[src/rtl/bcd_to_binary_pkg.sv]
// bcd_pkg: shared types and constants for the packed-BCD to binary converter.
// Digit values above BCD_MAX_DIGIT are out of range for decimal encoding.
package bcd_pkg;

  typedef logic [3:0] bcd_digit_t;

  typedef enum logic {
    IDLE    = 1'b0,
    CONVERT = 1'b1
  } bcd2bin_state_t;

  localparam bcd_digit_t BCD_MAX_DIGIT = 4'd9;

  // True when a digit cannot appear in a legal BCD encoding.
  function automatic logic digit_is_invalid(input bcd_digit_t digit);
    return (digit > BCD_MAX_DIGIT);
  endfunction

endpackage

[src/rtl/bcd_to_binary_if.sv]
// bcd_to_binary_if: request/result bundle of the BCD to binary converter.
// The master drives the load strobe and operand; the slave returns the result.
interface bcd_to_binary_if #(
  parameter int BINARY_WIDTH = 32,
  parameter int NUM_DIGITS   = 3
);
  import bcd_pkg::*;

  logic                                load;
  bcd_digit_t [NUM_DIGITS-1:0]         bcd_in;
  logic [BINARY_WIDTH-1:0]             binary_out;
  logic                                done;
  logic                                busy;
  logic                                invalid;

  modport master (
    output load, bcd_in,
    input  binary_out, done, busy, invalid
  );

  modport slave (
    input  load, bcd_in,
    output binary_out, done, busy, invalid
  );

endinterface

[src/rtl/bcd_mul10_add.sv]
// bcd_mul10_add: combinational acc*10 + digit step, wrapping modulo 2^BINARY_WIDTH.
// The multiply is built from two shifts so no multiplier is inferred.
module bcd_mul10_add
  import bcd_pkg::*;
#(
  parameter int BINARY_WIDTH = 32
) (
  input  logic [BINARY_WIDTH-1:0] i_acc,
  input  bcd_digit_t              i_digit,
  output logic [BINARY_WIDTH-1:0] o_result
);

  assign o_result = (i_acc << 3) + (i_acc << 1) + BINARY_WIDTH'(i_digit);

endmodule

[src/rtl/bcd_to_binary.sv]
// bcd_to_binary: iterative packed-BCD to binary converter, one digit per cycle,
// most significant digit first. Optional digit range checking is enabled by
// defining BCD_DIGIT_CHECK_EN; without it the invalid output is tied low.
module bcd_to_binary
  import bcd_pkg::*;
#(
  parameter int BINARY_WIDTH = 32,
  parameter int NUM_DIGITS   = 3
) (
  input  logic            clk,
  input  logic            rst,
  bcd_to_binary_if.slave  bus
);

  localparam int CNT_W = (NUM_DIGITS > 1) ? $clog2(NUM_DIGITS) : 1;
  localparam logic [CNT_W-1:0] CNT_LAST = CNT_W'(NUM_DIGITS - 1);

  bcd2bin_state_t            r_state;
  logic [NUM_DIGITS*4-1:0]   r_digits;
  logic [BINARY_WIDTH-1:0]   r_acc;
  logic [BINARY_WIDTH-1:0]   r_binary_out;
  logic [CNT_W-1:0]          r_cnt;
  logic                      r_done;
  logic                      r_busy;

  bcd_digit_t                w_top_digit;
  logic [BINARY_WIDTH-1:0]   w_next_acc;
  logic                      w_last;

  assign w_top_digit = bcd_digit_t'(r_digits[NUM_DIGITS*4-1 -: 4]);
  assign w_last      = (r_state == CONVERT) && (r_cnt == CNT_LAST);

  bcd_mul10_add #(
    .BINARY_WIDTH (BINARY_WIDTH)
  ) u_mul10_add (
    .i_acc    (r_acc),
    .i_digit  (w_top_digit),
    .o_result (w_next_acc)
  );

  // Conversion FSM: capture on load, fold one digit per cycle, publish on the last digit.
  always_ff @(posedge clk or negedge rst) begin
    if (!rst) begin
      r_state      <= IDLE;
      r_digits     <= '0;
      r_acc        <= '0;
      r_binary_out <= '0;
      r_cnt        <= '0;
      r_done       <= 1'b0;
      r_busy       <= 1'b0;
    end else begin
      r_done <= 1'b0;
      case (r_state)
        IDLE: begin
          if (bus.load) begin
            r_digits <= bus.bcd_in;
            r_acc    <= '0;
            r_cnt    <= '0;
            r_busy   <= 1'b1;
            r_state  <= CONVERT;
          end
        end
        CONVERT: begin
          r_acc    <= w_next_acc;
          r_digits <= r_digits << 4;
          r_cnt    <= r_cnt + CNT_W'(1);
          if (w_last) begin
            r_binary_out <= w_next_acc;
            r_done       <= 1'b1;
            r_busy       <= 1'b0;
            r_state      <= IDLE;
          end
        end
        default: begin
          r_state <= IDLE;
          r_busy  <= 1'b0;
        end
      endcase
    end
  end

`ifdef BCD_DIGIT_CHECK_EN
  logic r_err;
  logic r_invalid;
  logic w_digit_err;

  assign w_digit_err = digit_is_invalid(w_top_digit);

  // Sticky digit-range error: cleared at load, accumulated per digit, published with done.
  always_ff @(posedge clk or negedge rst) begin
    if (!rst) begin
      r_err     <= 1'b0;
      r_invalid <= 1'b0;
    end else if ((r_state == IDLE) && bus.load) begin
      r_err <= 1'b0;
    end else if (r_state == CONVERT) begin
      r_err <= r_err | w_digit_err;
      if (w_last) begin
        r_invalid <= r_err | w_digit_err;
      end
    end
  end

  assign bus.invalid = r_invalid;
`else
  assign bus.invalid = 1'b0;
`endif

  assign bus.binary_out = r_binary_out;
  assign bus.done       = r_done;
  assign bus.busy       = r_busy;

endmodule

[src/flat_wrapper.sv]
// flat-port wrapper written by rule: the top's interface ports become plain ports
module bcd_to_binary_flat import bcd_pkg::*;
#(
  parameter int BINARY_WIDTH = 32,
  parameter int NUM_DIGITS   = 3
)
  (clk, rst, bus_load, bus_bcd_in, bus_binary_out, bus_done, bus_busy, bus_invalid);
  bcd_to_binary_if #(.BINARY_WIDTH(BINARY_WIDTH), .NUM_DIGITS(NUM_DIGITS)) bus_i ();
  input  logic clk;
  input  logic rst;
  input wire logic [$bits(bus_i.load)-1:0] bus_load;
  input wire logic [$bits(bus_i.bcd_in)-1:0] bus_bcd_in;
  output wire logic [$bits(bus_i.binary_out)-1:0] bus_binary_out;
  output wire logic [$bits(bus_i.done)-1:0] bus_done;
  output wire logic [$bits(bus_i.busy)-1:0] bus_busy;
  output wire logic [$bits(bus_i.invalid)-1:0] bus_invalid;
  assign bus_i.load = bus_load;
  assign bus_i.bcd_in = bus_bcd_in;
  assign bus_binary_out = bus_i.binary_out;
  assign bus_done = bus_i.done;
  assign bus_busy = bus_i.busy;
  assign bus_invalid = bus_i.invalid;
  bcd_to_binary #(.BINARY_WIDTH(BINARY_WIDTH), .NUM_DIGITS(NUM_DIGITS)) u_core (.clk(clk), .rst(rst), .bus(bus_i));
endmodule
[config.mk]
export PLATFORM = sky130hd
export DESIGN_NAME = bcd_to_binary_flat
export DESIGN_NICKNAME = d
export VERILOG_FILES = /design/src/rtl/bcd_to_binary_pkg.sv /design/src/rtl/bcd_to_binary_if.sv /design/src/rtl/bcd_mul10_add.sv /design/src/rtl/bcd_to_binary.sv /design/src/flat_wrapper.sv
export SDC_FILE = /design/constraint.sdc
export NUM_CORES = 1
export LEC_CHECK = 0
export CORE_MARGIN = 1
export CORE_UTILIZATION = 58
export DETAILED_ROUTE_END_ITERATION = 6
export DONT_BUFFER_PORTS = 1
export PLACE_DENSITY = 0.77
export SLEW_MARGIN = 20
export SYNTH_ARGS = -nofsm -noshare
export SYNTH_HDL_FRONTEND = slang
export SYNTH_SLANG_ARGS = --single-unit
[constraint.sdc]
create_clock -name clk -period 4 [get_ports clk]
set_input_delay 0.4 -clock clk [delete_from_list [all_inputs] [get_ports clk]]
set_output_delay 0.4 -clock clk [all_outputs]
set_load 0.05 [all_outputs]
# [After elaboration in Yosys (flattened, before gate mapping)]
# Cells that the tools add are included.
[totals] regBits=80 out_inout_bits=35 inputBits=15 mem_count=0 latchBits=0 ram_bits=0 elab_cells=31 mem_bits_ro=0
[op_classes] n_mux=14 order_cmp=0 n_reduce_logical=3 n_eq_ne=3 div=0 n_shift=0 addsub=3 n_bitwise=1 mul=0
[op_table] cell="$pmux W31 S2" count=1
[op_table] cell="$add A32 B32 Y32" count=1
[op_table] cell="$add A32 B4 Y32" count=1
[op_table] cell="$mux W31" count=1
[op_table] cell="$pmux W12 S2" count=1
[op_table] cell="$mux W12" count=1
[op_table] cell="$mux W1" count=6
[op_table] cell="$ne A2 B2 Y1 const B" count=2
[op_table] cell="$pmux W1 S2" count=2
[op_table] cell="$pmux W2 S2" count=1
[op_table] cell="$reduce_and A2 Y1" count=2
[op_table] cell="$add A2 B1 Y2 const B" count=1
[op_table] cell="$eq A2 B2 Y1 const B" count=1
[op_table] cell="$mux W2" count=1
[op_table] cell="$logic_and A1 B1 Y1" count=1
[op_table] cell="$not A1 Y1" count=1

# [Depth between registers and ports, before layout]
[logic_depth] word_depth=4 depth_mapped=11 depth_no_buf=11

# [Modules after synthesis]
# From an unflattened synthesis, not the netlist that was laid out.
[unflattened] hier_cells=459 area_unflattened_um2=4987.3
[modules_own_cells] mod="bcd_to_binary" cells_each=207 area_each_um2=3050.4 seq_area_each_um2=2026.9 instances=1
[modules_own_cells] mod="bcd_mul10_add" cells_each=252 area_each_um2=1936.9 seq_area_each_um2=0.0 instances=1

# [Least setup slack after synthesis]
# OpenSTA, ideal clock, no wires.
[synth_timing] path_kind="register to register" startpoint="register u_core.r_acc[0]" endpoint="register u_core.r_binary_out[26] (netlist: u_core.bus.binary_out[26])" slack_ps=1184 required_time_ps=3875 setup_time_ps=125 n_path_buf=0 synth_period_minus_slack_ps=2816 arrival_ps=2692 path_stages_with_launch=11 path_cell_list="dfrtp_1 > inv_1 > fa_1 > fa_1 > nor2b_2 > o2111ai_1 > a21oi_2 > a211oi_2 > o31ai_1 > xor2_1 > mux2_2"
[synth_between] elab_chain_cells=2
[synth_lines] item="from (decl)" line="bcd_to_binary.sv:20" text="logic [BINARY_WIDTH-1:0] r_acc;"
[synth_lines] item="from (signal assigned)" line="bcd_to_binary.sv:64" text="r_acc <= w_next_acc;"
[synth_lines] item="$add A32 B32 Y32" line="bcd_mul10_add.sv:13" text="assign o_result = (i_acc << 3) + (i_acc << 1) + BINARY_WIDTH'(i_digit);"
[synth_lines] item="$add A32 B4 Y32" line="bcd_mul10_add.sv:13"
[synth_lines] item="to (signal assigned)" line="bcd_to_binary.sv:68" text="r_binary_out <= w_next_acc;"
[synth_lines] item="to (decl)" line="bcd_to_binary.sv:21" text="logic [BINARY_WIDTH-1:0] r_binary_out;"
# No other way between the ends.
# A chain may end at the register's enable or synchronous reset.

# [Worst setup path after layout]
[layout_timing] startpoint="register u_core.r_acc[2]" endpoint="register u_core.r_binary_out[26] (netlist: u_core.bus.binary_out[26])"
# Same word-level chain as after synthesis.

==> impl_metrics.csv <==
group,metric,value,unit
run_status,status,"completed",
worst_setup_path,critPathRequiredTime,4260,ps
logic_synthesis,seq_area_frac_synth,38.9,%
logic_synthesis,ys_seq_elements,80,
global_route,grt_pass1_wl,18400,um
worst_setup_path,crit_fanout,4,
placement,hpwl,7860,um
drt,met3_length,606,um
drt,detail-route-antenna-nets,0,
logic_synthesis,synth_top_flop_cell,"dfrtp_1",
cells_and_area,mostFrequentLayoutCell,"nand2_1",
floorplanning,die_h,96.2,um
hold_path,hold_path.class,"in2reg",
placement,port_buffers,0,
timing,relSlewSlack,40.4,%
drt,wl_met2,5030,um
timing,clock.fmax,322,MHz
floorplanning,dieArea,9240,um^2
timing,finalSetupViolations,0,
logic_synthesis,yosys_warnings,0,
drt,viasPerCell,6.09,
cells_and_area,drive_gt1_share,9.65,%
timing,finalHoldViolations,0,
logic_synthesis,synthArstFlopShare,100,%
global_route,antenna_found_initial,0,
cells_and_area,areaGrowthSynthToFinish,5.35,%
cts,insertion_delay,380,ps
cts,htreeDepth,3,
cts,cts_inserted_buffers,9,
cts,cts-root-buf,"clkbuf_8",
timing,min_period,3110,ps
cells_and_area,mostFrequentLayoutCells,"82 x nand2_1, 80 x dfrtp_1, 59 x ha_1, 28 x a21oi_1, 27 x nor2_1",
floorplanning,start_util,61.3,%
cells_and_area,multi_input_area,2960,um^2
logic_synthesis,synth.distinct_cells,55,
drt,highest_layer,"met4",
drt,met1_length,5230,um
cells_and_area,fin_nets,589,
global_route,overflow,0,
cells_and_area,ff_latch_area,2000,um^2
timing,rsz0062_at_grt,"no",
floorplanning,num_rows,33,
cells_and_area,nFillCells,691,
worst_setup_path,critPathKind,"reg2reg",
worst_setup_path,start_kind,"flop",
global_route,grt_max_degree,81,
logic_synthesis,synth_edf_count,0,
logic_synthesis,synth_area,5140,um^2
cts,cts_tree,"done",
drt,routedWlPerCell,17.6,um
cts,clockBufferDepth,2,
timing,post-route-period-util,77.7,%
timing,slew_viol_final,0,
timing,fin_skew,22.4,ps
global_route,grtUsageTotal,26.2,%
drt,drc_errors,0,
placement,place_inst,605,
floorplanning,io_pins,50,
cells_and_area,diodes,0,
global_route,first_global_vias,3829,
drt,wl,11000,um
drt,dr.pass1.iters,4,
drt,drt_iter0_drc,162,
timing,setup_tns,0,ps
floorplanning,dieWidth,96.2,um
cells_and_area,instances_no_fill,623,
job,drv_cap,0,
drt,num_vias,3796,
logic_synthesis,avgSynthCellArea,9.76,um^2
timing,tightest_slew,893,ps
logic_synthesis,synthesis.nets,603,
worst_setup_path,worst_ep_arrival_time,3370,ps
timing,hold_slack,102,ps
cts,clock_sinks,80,
worst_setup_path,crit_path_end_kind,"flop",
logic_synthesis,synthCells,527,
floorplanning,coreArea,8380,um^2
cts,clk_pin_slew,90,ps
placement,gp_congestion,0.897,
==> path summary, 6_finish.rpt <==
kind | slack [ps] | depth (start not counted) | to | from
setup / recovery | 890 | 10 | u_core.bus.binary_out[26] | u_core.r_acc[2]
hold / removal | 100 | 1 | u_core.r_acc[0] | bus_load
setup reg to reg | 890 | 10 | u_core.bus.binary_out[26] | u_core.r_acc[2]
hold reg to reg | 500 | 2 | u_core.r_digits[6] | u_core.r_digits[2]
max in group asynchronous | 3010 | 2 | u_core.bus.binary_out[16] | rst
min in group asynchronous | 630 | 2 | u_core.bus.binary_out[31] | rst
==> per-layer routing <==
metal  track usage (%)  up-vias
met5                 0        -
met4              9.70        0
met3              6.48       13
met2              41.3       87
met1              34.7     1833
li1                  -     1863
==> layout make-up <==
type | count | area share (%)
clock buffer | 9 | 2.29
multi-input combinational | 403 | 54.7
clock inverter | 7 | 1.52
timing repair buffer | 6 | 1.25
tap | 105 | 2.43
sequential | 80 | 37.0
inverter | 13 | 0.901
==> worst max-delay path, stage by stage (launching register included) <==
cell and delay [ps]:
dfrtp_1 410, inv_1 100, fa_1 470, fa_1 490, nor2b_2 170, o2111ai_1 160
a21oi_2 310, a211oi_2 170, o31ai_1 310, xor2_1 120, mux2_2 280
==> timing repair <==
action,4_1_cts,5_1_grt
gates resized for setup,0,0
setup buffers,0,0
endpoints found under the hold margin,80,0
hold buffers,2,0
==> metrics by stage <==
stage          instance area [um^2]  worst slack, ps  utilization, %
6_report                       5420              891            64.6
5_1_grt                        5420              735            64.6
4_1_cts                        5420              894            64.6
3_5_place_dp                   5170              930            61.7
3_3_place_gp                   5170              990            61.7
2_1_floorplan                  5140             1180               -
==> synth_stat cells (5+ instances only) <==
cell type / count / share of area (%)
a21o_1: 15 / 2.2
a21oi_1: 28 / 2.7
a22o_1: 25 / 4.3
clkbuf_1: 21 / 1.5
dfrtp_1: 80 / 39
ha_1: 59 / 14
inv_1: 13 / 0.95
mux2_2: 13 / 2.8
mux2i_1: 13 / 2.5
nand2_1: 82 / 6.0
nand3_1: 9 / 0.88
nand4_1: 14 / 1.7
nor2_1: 28 / 2.0
nor3_1: 5 / 0.49
o21ai_0: 20 / 1.9
o21ai_1: 6 / 0.58
o21bai_1: 6 / 0.88
o31ai_1: 6 / 0.88
xnor2_1: 17 / 2.9
xor2_1: 11 / 1.9
==> flip-flops by register name, summed over array words and instances (netlist names) <==
name                   flops
u_core.r_digits           12
u_core.r_state             1
u_core.bus.busy            1
u_core.bus.binary_out     32
u_core.bus.done            1
u_core.r_acc              31
u_core.r_cnt               2
==> kinds of logic after synthesis <==
family / share of synthesized area (%)
simple gates: 12.7
compound gates: 19.3
flops: 38.9
fa+ha+maj: 15.1
buf+inv: 3.53
xor+xnor: 4.77
mux: 5.60
other cells: 0.0729
Power is not shown: default switching activity piles up to over one toggle a cycle in this logic, so the estimate is an artifact.
